===== src/rtl/gaussian3x3_stream.sv =====
// Streaming 3x3 Gaussian blur [1 2 1; 2 4 2; 1 2 1]/16 over a valid/ready pixel stream.
// Define GAUSS_ROUND_EN for round-half-up scaling; the default build truncates.
module gaussian3x3_stream #(
  parameter int PIXEL_BIT_WIDTH  = 12,
  parameter int ROWS             = 20,
  parameter int COLS             = 20,
  parameter int IMG_ROW_BITWIDTH = 10,
  parameter int IMG_COL_BITWIDTH = 10
) (
  input  logic                       clk,
  input  logic                       reset,
  input  logic [PIXEL_BIT_WIDTH-1:0] pixel_in_TDATA,
  input  logic                       pixel_in_TVALID,
  output logic                       pixel_in_TREADY,
  output logic [PIXEL_BIT_WIDTH-1:0] pixel_out_TDATA,
  output logic                       pixel_out_TVALID,
  input  logic                       pixel_out_TREADY,
  output logic                       pixel_out_TLAST
);

  localparam int SUM_W = PIXEL_BIT_WIDTH + 4;
  localparam int IDX_W = (COLS > 1) ? $clog2(COLS) : 1;
  localparam logic [IMG_ROW_BITWIDTH-1:0] LAST_ROW = IMG_ROW_BITWIDTH'(ROWS - 1);
  localparam logic [IMG_COL_BITWIDTH-1:0] LAST_COL = IMG_COL_BITWIDTH'(COLS - 1);
  localparam logic [IMG_ROW_BITWIDTH-1:0] MIN_ROW  = IMG_ROW_BITWIDTH'(2);
  localparam logic [IMG_COL_BITWIDTH-1:0] MIN_COL  = IMG_COL_BITWIDTH'(2);

  logic [PIXEL_BIT_WIDTH-1:0] linebuf0 [COLS];
  logic [PIXEL_BIT_WIDTH-1:0] linebuf1 [COLS];
  // Two left columns of the window; the right column is the incoming one.
  logic [PIXEL_BIT_WIDTH-1:0] win [3][2];

  logic [IMG_ROW_BITWIDTH-1:0] row;
  logic [IMG_COL_BITWIDTH-1:0] col;
  logic [IDX_W-1:0]            col_idx;
  logic                        accept;
  logic                        complete;
  logic                        end_of_row;
  logic                        end_of_frame;
  logic [PIXEL_BIT_WIDTH-1:0]  tap_top;
  logic [PIXEL_BIT_WIDTH-1:0]  tap_mid;
  logic [SUM_W-1:0]            sum_p0;

  function automatic logic [SUM_W-1:0] ext(input logic [PIXEL_BIT_WIDTH-1:0] v);
    return SUM_W'(v);
  endfunction

  // sum <= 16*max, so both variants fit back into the pixel width
  function automatic logic [PIXEL_BIT_WIDTH-1:0] scale_sum(input logic [SUM_W-1:0] s);
    logic [SUM_W-1:0] t;
`ifdef GAUSS_ROUND_EN
    t = s + SUM_W'(8);
`else
    t = s;
`endif
    return t[SUM_W-1:4];
  endfunction

  assign pixel_in_TREADY = reset & (~pixel_out_TVALID | pixel_out_TREADY);
  assign accept          = pixel_in_TVALID & pixel_in_TREADY;
  assign col_idx         = col[IDX_W-1:0];
  assign end_of_row      = (col == LAST_COL);
  assign end_of_frame    = end_of_row & (row == LAST_ROW);
  assign complete        = (row >= MIN_ROW) & (col >= MIN_COL);
  assign tap_top         = linebuf1[col_idx];
  assign tap_mid         = linebuf0[col_idx];

  assign sum_p0 = ext(win[0][0]) + (ext(win[0][1]) << 1) + ext(tap_top)
                + (ext(win[1][0]) << 1) + (ext(win[1][1]) << 2) + (ext(tap_mid) << 1)
                + ext(win[2][0]) + (ext(win[2][1]) << 1) + ext(pixel_in_TDATA);

  always_ff @(posedge clk) begin
    if (accept) begin
      linebuf1[col_idx] <= tap_mid;
      linebuf0[col_idx] <= pixel_in_TDATA;
    end
  end

  always_ff @(posedge clk or negedge reset) begin
    if (!reset) begin
      row <= '0;
      col <= '0;
      for (int i = 0; i < 3; i++) begin
        win[i][0] <= '0;
        win[i][1] <= '0;
      end
    end else if (accept) begin
      for (int i = 0; i < 3; i++) win[i][0] <= win[i][1];
      win[0][1] <= tap_top;
      win[1][1] <= tap_mid;
      win[2][1] <= pixel_in_TDATA;
      if (end_of_row) begin
        col <= '0;
        row <= end_of_frame ? '0 : row + 1'b1;
      end else begin
        col <= col + 1'b1;
      end
    end
  end

  // ---- p0 -> output register boundary ----
  always_ff @(posedge clk or negedge reset) begin
    if (!reset) begin
      pixel_out_TVALID <= 1'b0;
      pixel_out_TDATA  <= '0;
      pixel_out_TLAST  <= 1'b0;
    end else if (accept && complete) begin
      pixel_out_TVALID <= 1'b1;
      pixel_out_TDATA  <= scale_sum(sum_p0);
      pixel_out_TLAST  <= end_of_frame;
    end else if (pixel_out_TREADY) begin
      pixel_out_TVALID <= 1'b0;
    end
  end

endmodule


===== config.mk =====
export PLATFORM = sky130hd
export DESIGN_NAME = gaussian3x3_stream
export DESIGN_NICKNAME = d
export VERILOG_FILES = /design/src/rtl/gaussian3x3_stream.sv
export SDC_FILE = /design/constraint.sdc
export NUM_CORES = 1
export LEC_CHECK = 0
export BUFFER_PORTS_ARGS = -buffer_cell sky130_fd_sc_hd__buf_2
export CAP_MARGIN = 20
export CORE_UTILIZATION = 35
export DETAILED_ROUTE_END_ITERATION = 7
export GPL_ROUTABILITY_DRIVEN = 1
export GPL_TIMING_DRIVEN = 1
export SYNTH_ARGS = -nofsm -noshare
export SYNTH_HDL_FRONTEND = slang
export SYNTH_SLANG_ARGS = --single-unit

===== constraint.sdc =====
create_clock -name clk -period 8.65 [get_ports clk]
set_input_delay 1.73 -clock clk [delete_from_list [all_inputs] [get_ports clk]]
set_output_delay 1.73 -clock clk [all_outputs]
set_load 0.005 [all_outputs]

==> results.py <==
metrics = {
    "die": {
        "io-pin-count": 31,
        "die_w_microns": 270.2,
        "design.die.area_sq_mm": 0.07302,
        "core_sq_mm": 0.07064,
        "start_util_pct": 35.65,
        "rows": 97,
        "die_height_microns": 270.2,
    },
    "final_layout": {
        "stdcell_count": 2501,
        "diodes": 0,
        "syn2layout_area_growth_pct": 13.60,
        "layout_common_cells": "edfxtp_1, nand2_1, mux4_2",
        "drive_gt1_share_pct": 22.93,
        "final_common_cell": "edfxtp_1",
        "finalNetCount": 1631,
        "fin_util_pct": 40.50,
    },
    "clocking": {
        "ctsResizeCount": 0,
        "h-tree-depth": 2,
        "hold_buffers": 0,
        "clk_pin_slew_ns": 0.06,
        "cts_setup_buffers": 0,
        "clock_latency_ns": 0.63,
        "numCtsBuffers": 61,
        "clock_path_buffers": 3,
        "clk_root_buffer_cell": "clkbuf_16",
        "cts.sinks": 586,
        "tritoncts": "done",
    },
    "logic_synthesis": {
        "synth.distinct_cells": 54,
        "synth_nets": 1555,
        "syn_area_sq_mm": 0.02518,
        "synth_warnings": 0,
        "synth-edff-count": 480,
        "yosys.area.top_type": "edfxtp_1",
        "yosysSeqAreaShare_pct": 67.77,
        "synth_cells": 1436,
        "avgSynthCellArea_sq_um": 17.54,
        "yosys_most_used_dff": "edfxtp_1",
        "ys_top_cells_by_area": "edfxtp_1, mux4_2, dfrtp_1",
        "synth-seq-cells": 586,
        "synthArstFlopShare_pct": 18.09,
        "synth_top_area_share_pct": 57.24,
    },
    "sta": {
        "final_hold_viol_count": 0,
        "finalCriticalPeriod_ns": 6.534,
        "maxSlewViolCount": 0,
        "setup_viol": 0,
        "skew_ns": 0.02240,
        "fmax_ghz": 0.1530,
        "worst_pin_slew_ns": 1.124,
        "min_period_over_period_pct": 75.54,
        "slew_headroom_pct": 24.91,
        "fin_tns_setup_ns": 0,
        "fin_ws_ns": 2.116,
        "grt_setup_unrepaired": "no",
    },
    "routing": {
        "dr.pass1.iters": 5,
        "drt-vias-per-instance": 5.095,
        "wire_per_inst_microns": 22.25,
        "routed_wirelength_mm": 55.64,
        "drt_first_iter_violations": 988,
        "post-route-drc-count": 0,
        "antenna_left": 0,
        "vias": 12740,
    },
    "global_route": {
        "grtUsageTotal_pct": 15.62,
        "grt-ovfl-total": 0,
        "antenna_found_initial": 2,
        "grt_pass1_wl_mm": 85.25,
        "grt_start_max_net_pins": 64,
        "grt_pass1_vias": 13500,
    },
    "worst_setup_path": {
        "r2r-end": "pixel_out_TDATA[9]$_DFFE_PN0P_",
        "critPathSlowestCell": "fa_1",
        "startpoint": "col[0]$_DFFE_PN0P_",
        "rrSetupSlack_ns": 2.12,
        "critPathLaunchType": "flip-flop",
        "r2r_start": "col[0]$_DFFE_PN0P_",
        "r2r_cells": 15,
        "cp.arrival_ns": 7.07,
        "crit_path_end": "pixel_out_TDATA[9]$_DFFE_PN0P_",
        "worst-path-buf-inv": 1,
        "end_kind": "flip-flop",
        "path_depth": 15,
        "crit_path_max_fanout": 44,
        "worstPathRequired_ns": 9.19,
        "worst_path_most_repeated_cell": "fa_1",
        "crit_type": "flip-flop to flip-flop",
        "max_stage_delay_ns": 0.63,
        "crit_family": "adder cells",
        "worstPathCellList": "buf_16 -> mux4_2 -> mux2_2 -> a221o_1 -> fa_1 -> fa_1 -> fa_1 -> fa_1 -> nor3b_1 -> fa_1 -> a21oi_1 -> nor2_1 -> o41a_1 -> a2111o_1 -> o211ai_1",
    },
    "placed_design": {
        "hpwl_mm": 31.61,
        "place_ws_ns": 1.790,
        "post-place-cells": 2388,
        "gp_congestion": 0.7457,
        "portBuffers": 30,
    },
    "worst_hold_path": {
        "hp-class": "flip-flop to flip-flop",
        "min_from": "row[9]$_DFFE_PN0P_",
    },
    "flow_run": {
        "maxCapViolCount": 0,
    },
    "status": {
        "outcome": "finished, final reports clean",
    },
}
-- final cells by class --
| type | count | area [sq um] |
|---|---|---|
| Sequential cell | 586 | 17080 |
| Inverter | 117 | 439.2 |
| Fill cell | 6379 | 42030 |
| Clock buffer | 83 | 1619 |
| Timing Repair Buffer | 79 | 573.1 |
| Tap cell | 940 | 1176 |
| Clock inverter | 29 | 244.0 |
| Multi-Input combinational cell | 667 | 7478 |
-- how the worst min path moves through the flow --
| stage | to | slack, ns | depth (start not counted) |
|---|---|---|---|
| CTS | row[9]$_DFFE_PN0P_ | 0.47 | 1 |
| global placement | row[9]$_DFFE_PN0P_ | 0.45 | 1 |
| floorplan | col[9]$_DFFE_PN0P_ | 0.43 | 1 |
| finish | row[9]$_DFFE_PN0P_ | 0.47 | 1 |
| detailed placement | row[9]$_DFFE_PN0P_ | 0.45 | 1 |
| global route | pixel_out_TDATA[5]$_DFFE_PN0P_ | 0.49 | 2 |
-- Yosys cell counts (6+ instances only) --
| master | number |
|---|---|
| buf_6 | 7 |
| nand2b_1 | 6 |
| xnor2_1 | 7 |
| a22oi_1 | 13 |
| a221o_1 | 8 |
| o21ai_1 | 15 |
| a21oi_1 | 10 |
| nand4_1 | 7 |
| nand2_1 | 145 |
| edfxtp_1 | 480 |
| o21ai_0 | 40 |
| fa_1 | 80 |
| inv_1 | 117 |
| dfrtp_1 | 106 |
| nand3_1 | 9 |
| buf_2 | 19 |
| mux2i_1 | 26 |
| nor2_1 | 24 |
| mux4_2 | 120 |
| clkbuf_1 | 32 |
| mux2_2 | 46 |
| xor2_1 | 11 |
| nor3_1 | 22 |
| ha_1 | 23 |
-- logic make-up after synthesis --
group | share of synthesized area (%)
AOI/OAI and AO/OA | 2.857
xor gates and xnor gates | 0.6261
adders and majority gates | 7.503
buffers and inverters | 3.076
DFF | 67.77
muxes | 13.82
and+or+nand+nor | 4.343
-- through the flow --
| step | hold slack (ns) | instance area [sq um] |
|---|---|---|
| after global placement | 0.4528 | 26670 |
| after CTS | 0.4678 | 28580 |
| final | 0.4733 | 28610 |
| after detailed placement | 0.4517 | 26720 |
| after global routing | 0.4866 | 28610 |
| after floorplan | 0.4333 | 25180 |
-- routing by layer --
layer	part of all wire [%]	GRT usage, %	vias to the layer above
met2	49	25.80	333
met1	43	21.29	6758
met5	0.041	0	-
met3	5.7	2.640	86
met4	2.3	4.326	4
li1	-	-	5562
-- sequential cells by signal (all words and copies together) (netlist names) --
signal            flops
linebuf0            240
linebuf1            240
win                  72
pixel_out_TDATA      12
col                  10
row                  10
pixel_out_TLAST       1
pixel_out_TVALID      1
Power is left out: the tool's default activity adds up to more than one toggle a clock period on the data nets, which glitch-free logic cannot reach.
